--- src/rtl/ctrl_sequencer_if.sv ---
// Datapath-facing bundle of the sequencer: instruction fetch port,
// ALU flags in, register addresses / ALU code / strobes out.
interface ctrl_sequencer_if #(
    parameter int PC_W = 8
);
    logic [PC_W-1:0] imem_addr;
    logic [31:0]     imem_data;
    logic [2:0]      flags;
    logic [4:0]      r1;
    logic [4:0]      r2;
    logic [4:0]      ALUc;
    logic            regw;
    logic            memw;
    logic            memr;

    modport master (
        output imem_addr,
        input  imem_data,
        input  flags,
        output r1,
        output r2,
        output ALUc,
        output regw,
        output memw,
        output memr
    );

    modport slave (
        input  imem_addr,
        output imem_data,
        output flags,
        input  r1,
        input  r2,
        input  ALUc,
        input  regw,
        input  memw,
        input  memr
    );
endinterface

--- src/rtl/ctrl_sequencer.sv ---
// Multi-cycle Moore sequencer: fetches and decodes instructions and
// drives register addresses, ALU code and strobes of the datapath.
module ctrl_sequencer #(
    parameter int PC_W = 8
) (
    input  logic           clk,
    input  logic           reset,
    input  logic           start,
    ctrl_sequencer_if.master dp,
    output logic           busy,
    output logic           halted,
    output logic           illegal
);
    typedef enum logic [2:0] {
        S_IDLE,
        S_FETCH,
        S_DECODE,
        S_EXEC,
        S_MEM,
        S_WB,
        S_HALT
    } state_t;

    localparam logic [5:0] OP_ALU   = 6'b000000;
    localparam logic [5:0] OP_LOAD  = 6'b100011;
    localparam logic [5:0] OP_STORE = 6'b101011;
    localparam logic [5:0] OP_BRZ   = 6'b000100;
    localparam logic [5:0] OP_HALT  = 6'b111111;
    localparam logic [PC_W-1:0] PC_ONE = 1;

    state_t          state, state_nx;
    logic [PC_W-1:0] pc, pc_nx;
    logic [31:0]     ir, ir_nx;
    logic [4:0]      r1_q, r1_nx;
    logic [4:0]      r2_q, r2_nx;
    logic [4:0]      aluc_q, aluc_nx;
    logic            ill_q, ill_nx;

    logic [5:0]  opcode;
    logic        is_alu, is_load, is_store, is_brz, is_halt;
    logic [31:0] imm_ext;
    logic        unused_flags;

    assign opcode   = ir[31:26];
    assign is_alu   = (opcode == OP_ALU);
    assign is_load  = (opcode == OP_LOAD);
    assign is_store = (opcode == OP_STORE);
    assign is_brz   = (opcode == OP_BRZ);
    assign is_halt  = (opcode == OP_HALT);
    assign imm_ext  = {{16{ir[15]}}, ir[15:0]};
    assign unused_flags = ^dp.flags[2:1];

    always_ff @(posedge clk) begin
        if (!reset) begin
            state  <= S_IDLE;
            pc     <= '0;
            ir     <= '0;
            r1_q   <= '0;
            r2_q   <= '0;
            aluc_q <= '0;
            ill_q  <= 1'b0;
        end else begin
            state  <= state_nx;
            pc     <= pc_nx;
            ir     <= ir_nx;
            r1_q   <= r1_nx;
            r2_q   <= r2_nx;
            aluc_q <= aluc_nx;
            ill_q  <= ill_nx;
        end
    end

    always_comb begin
        state_nx = state;
        pc_nx    = pc;
        ir_nx    = ir;
        r1_nx    = r1_q;
        r2_nx    = r2_q;
        aluc_nx  = aluc_q;
        ill_nx   = ill_q;
        unique case (state)
            S_IDLE: begin
                if (start)
                    state_nx = S_FETCH;
            end
            S_FETCH: begin
                ir_nx    = dp.imem_data;
                pc_nx    = pc + PC_ONE;
                state_nx = S_DECODE;
            end
            S_DECODE: begin
                r1_nx   = ir[25:21];
                r2_nx   = ir[20:16];
                // memory ops use the ALU to add the base address
                aluc_nx = (is_load || is_store) ? 5'd0 : ir[4:0];
                if (is_alu || is_load || is_store || is_brz)
                    state_nx = S_EXEC;
                else if (is_halt)
                    state_nx = S_HALT;
                else begin
                    ill_nx   = 1'b1;
                    state_nx = S_FETCH;
                end
            end
            S_EXEC: begin
                if (is_alu)
                    state_nx = S_WB;
                else if (is_load || is_store)
                    state_nx = S_MEM;
                else
                    state_nx = S_FETCH;
                // pc already points past the branch
                if (is_brz && dp.flags[0])
                    pc_nx = pc + imm_ext[PC_W-1:0];
            end
            S_MEM: begin
                state_nx = is_load ? S_WB : S_FETCH;
            end
            S_WB: begin
                state_nx = S_FETCH;
            end
            S_HALT: begin
                state_nx = S_HALT;
            end
            default: begin
                state_nx = S_IDLE;
            end
        endcase
    end

    assign dp.imem_addr = pc;
    assign dp.r1        = r1_q;
    assign dp.r2        = r2_q;
    assign dp.ALUc      = aluc_q;
    assign dp.regw      = (state == S_WB);
    assign dp.memw      = (state == S_MEM) && is_store;
    assign dp.memr      = ((state == S_MEM) || (state == S_WB)) && is_load;
    assign busy         = (state != S_IDLE) && (state != S_HALT);
    assign halted       = (state == S_HALT);
    assign illegal      = ill_q;
endmodule
--- src/flat_wrapper.sv ---
// flat-port wrapper written by rule: the top's interface ports become plain ports
module ctrl_sequencer_flat 
#(
    parameter int PC_W = 8
)
  (clk, reset, start, busy, halted, illegal, dp_imem_addr, dp_imem_data, dp_flags, dp_r1, dp_r2, dp_ALUc, dp_regw, dp_memw, dp_memr);
  ctrl_sequencer_if #(.PC_W(PC_W)) dp_i ();
  input  logic clk;
  input  logic reset;
  input  logic start;
  output logic busy;
  output logic halted;
  output logic illegal;
  output wire logic [$bits(dp_i.imem_addr)-1:0] dp_imem_addr;
  input wire logic [$bits(dp_i.imem_data)-1:0] dp_imem_data;
  input wire logic [$bits(dp_i.flags)-1:0] dp_flags;
  output wire logic [$bits(dp_i.r1)-1:0] dp_r1;
  output wire logic [$bits(dp_i.r2)-1:0] dp_r2;
  output wire logic [$bits(dp_i.ALUc)-1:0] dp_ALUc;
  output wire logic [$bits(dp_i.regw)-1:0] dp_regw;
  output wire logic [$bits(dp_i.memw)-1:0] dp_memw;
  output wire logic [$bits(dp_i.memr)-1:0] dp_memr;
  assign dp_imem_addr = dp_i.imem_addr;
  assign dp_i.imem_data = dp_imem_data;
  assign dp_i.flags = dp_flags;
  assign dp_r1 = dp_i.r1;
  assign dp_r2 = dp_i.r2;
  assign dp_ALUc = dp_i.ALUc;
  assign dp_regw = dp_i.regw;
  assign dp_memw = dp_i.memw;
  assign dp_memr = dp_i.memr;
  ctrl_sequencer #(.PC_W(PC_W)) u_core (.clk(clk), .reset(reset), .start(start), .dp(dp_i), .busy(busy), .halted(halted), .illegal(illegal));
endmodule
--- config.mk ---
export PLATFORM = sky130hd
export DESIGN_NAME = ctrl_sequencer_flat
export DESIGN_NICKNAME = d
export VERILOG_FILES = /design/src/rtl/ctrl_sequencer_if.sv /design/src/rtl/ctrl_sequencer.sv /design/src/flat_wrapper.sv
export SDC_FILE = /design/constraint.sdc
export NUM_CORES = 1
export LEC_CHECK = 0
export CAP_MARGIN = 20
export CELL_PAD_IN_SITES_DETAIL_PLACEMENT = 1
export CELL_PAD_IN_SITES_GLOBAL_PLACEMENT = 1
export CORE_ASPECT_RATIO = 0.75
export CORE_MARGIN = 3
export CORE_UTILIZATION = 37
export CTS_CLUSTER_DIAMETER = 60
export DETAILED_ROUTE_END_ITERATION = 8
export PLACE_DENSITY = 0.95
export RECOVER_POWER = 25
export SYNTH_ARGS = -nofsm -noshare
export SYNTH_HDL_FRONTEND = slang
export SYNTH_SLANG_ARGS = --single-unit
--- constraint.sdc ---
create_clock -name clk -period 5.4 [get_ports clk]
set_clock_uncertainty 0.15 [all_clocks]
set_input_delay 1.08 -clock clk [delete_from_list [all_inputs] [get_ports clk]]
set_output_delay 1.08 -clock clk [all_outputs]
set_load 0.02 [all_outputs]
==> impl_metrics.ini <==
[clocking]
clockRootBuffer = clkbuf_8
cts_tree = built
htree_levels = 2
ctsLongestPathBuffers = 2
post_cts_buffers = 0
clock_latency_ps = 300
path_clk_slew_ps = 90
cts_inserted_buffers = 5
clock_sinks = 51
hold_buffers = 0
ctsResizeCount = 0

[timing]
final_max_slew_viol_count = 0
worst_pin_slew_ps = 1035
finalWorstPathRequiredPeriod_ps = 3491
setup_violations = 0
hold_viol = 0
rsz0062_at_grt = no
timing.final.crit_share_pct = 64.65
tns_ps = 0
fmax_ghz = 0.2864
slew_headroom_pct = 30.90

[pwr]
power_density_nw_per_um2 = 258.9
peakVddDrop_mv = 0.1088
p_leak_nw = 1.161

[cells_and_area]
fin_area_sq_um = 3104
syn_to_final_growth_pct = 28.68
final_nets = 382
final_common_cell = nand2_1
mostFrequentLayoutCells = nand2_1 (81), dfxtp_1 (51), clkdlybuf4s50_1 (47)
drive_gt1_share_pct = 2.679
layout.cells.non_filler = 414
nFillCells = 730
diodes = 0

[yosys]
yosys.cell_types.count = 42
synth-seq-cells = 51
synthesis.nets = 335
synth-main-ff-cell = dfxtp_1
async_flop_share_pct = 0
synth_edf_count = 0
synth_area_sq_um = 2412
syn_inst = 289
syn_avg_cell_area_sq_um = 8.347
ys_seq_area_share_pct = 42.32
yosysWarnings = 0

[floorplan]
die_y_microns = 75.93
fp.dieArea_sq_um = 7534
ios = 67
core_area_sq_um = 6066
start_util_pct = 39.77
rows = 24
dieWidth_microns = 99.24

[placed_design]
dpl.hpwl_microns = 4613
place_inst = 407
port_buffers = 56
dpl_cell_area_sq_um = 3002
gp_congestion = 0.9052

[detailed_routing]
num_vias = 2135
dr.pass1.iters = 4
viasPerCell = 5.157
routedWlPerCell_microns = 15.36
drtIter0Drc = 56
route.detailed.drc = 0
wirelength_microns = 6359
ant_nets = 0

[grt]
overflow = 0
grt_first_pass_wirelength_microns = 10740
grtUsageTotal_pct = 17.37
antenna_found_initial = 0
grt_max_degree = 34
first_global_vias = 2263

[run]
cap_violations = 0

[setup_path]
cp.arrival_ps = 2260
cp.required_ps = 4170
crit_fanout = 8
cp-start-kind = register
endpoint_kind = output pin
critical_path_class = register to output pin

[status]
outcome = finished, final reports clean

[worst_hold_path]
hp-class = register to register
synthesized netlist by cell type (all sizes together), types with 2 or more instances:
library cell,number,area [sq um]
o211ai,2,15.01
nor2b,10,62.56
a21boi,39,292.8
xnor2,2,17.52
or3,3,18.77
and3,2,12.51
buf,8,42.54
o21ai,6,30.03
nor2,6,22.52
a211oi,2,15.01
a21oi,5,25.02
dfxtp,51,1021
ha,7,87.58
clkbuf,9,33.78
a21o,3,22.52
nor3,3,15.01
o21a,2,15.01
and2,8,50.05
nand2,81,304.0
nand2b,3,18.77
inv,4,15.01
nand3,11,55.05
mux2i,6,60.06
metal layers:
| layer | wire length [microns] | vias up | part of all wire [%] | global-route usage [%] |
|---|---|---|---|---|
| met1 | 2973 | 1013 | 47 | 22.89 |
| met4 | 57 | 0 | 0.90 | 4.229 |
| met2 | 3058 | 46 | 48 | 28.95 |
| li1 | - | 1067 | - | - |
| met5 | 0 | - | 0 | 0 |
| met3 | 270 | 9 | 4.2 | 3.670 |
metrics by stage:
| stage | setup WS, ps | hold slack [ps] | power [mW] | util [%] |
|---|---|---|---|---|
| floorplan | 2695 | 285.3 | 0.5051 | - |
| global placement | 2326 | 295.3 | 0.5519 | 49.48 |
| detailed placement | 2320 | 299.6 | 0.5593 | 49.48 |
| CTS | 1914 | 312.2 | 0.8163 | 51.18 |
| global route | 1728 | 337.9 | 0.8484 | 51.18 |
| finish | 1909 | 308.2 | 0.8037 | 51.18 |
registers in the layout (all words and copies together) (netlist names):
register and count:
u_core.ir 24, u_core.dp.imem_addr 8, u_core.dp.ALUc 5, u_core.dp.r1 5, u_core.dp.r2 5, u_core.state 3, u_core.illegal 1
power by group:
| group | switching [mW] | internal [mW] | total (mW) |
|---|---|---|---|
| clock | 0.119 | 0.136 | 0.255 |
| combinational | 0.0726 | 0.0606 | 0.133 |
| sequential | 0.0190 | 0.397 | 0.416 |
area by class of cell:
cell class | instances | area (sq um) | share of cell area [%]
Clock inverter | 1 | 30.03 | 0.9674
Inverter | 4 | 15.01 | 0.4837
Sequential cell | 51 | 1021 | 32.89
Timing Repair Buffer | 57 | 568.0 | 18.30
Clock buffer | 6 | 72.57 | 2.338
Tap cell | 78 | 97.59 | 3.144
Multi-Input combinational cell | 217 | 1300 | 41.88
kinds of logic (layout without fill, tap and decap cells):
| group | after synthesis | in the layout | synth area share, % |
|---|---|---|---|
| AO/OA/AOI/OAI | 67 | 67 | 20.12 |
| buffers and inverters | 21 | 68 | 3.786 |
| adder cells (fa/ha/maj) | 8 | 8 | 4.460 |
| XOR/XNOR | 3 | 3 | 1.089 |
| multiplexers | 6 | 6 | 2.490 |
| AND/OR/NAND/NOR | 133 | 133 | 25.73 |
| flip-flops | 51 | 51 | 42.32 |
path summary, 6_finish.rpt:
kind	from	end	slack (ps)	depth (start not counted)
max reg2reg	u_core.state[1]	u_core.dp.imem_addr[6]	2620	10
min	u_core.ir[22]	u_core.ir[22]	310	2
max	u_core.ir[27]	dp_memw	1910	4
min reg2reg	u_core.ir[22]	u_core.ir[22]	310	2
worst max-delay path: stages (launching register included):
cell	delay (ps)
dfxtp_1	410
and3_1	280
nand2_1	240
nor4b_1	360
clkdlybuf4s50_1	670
(Power assumes the default switching activity.)
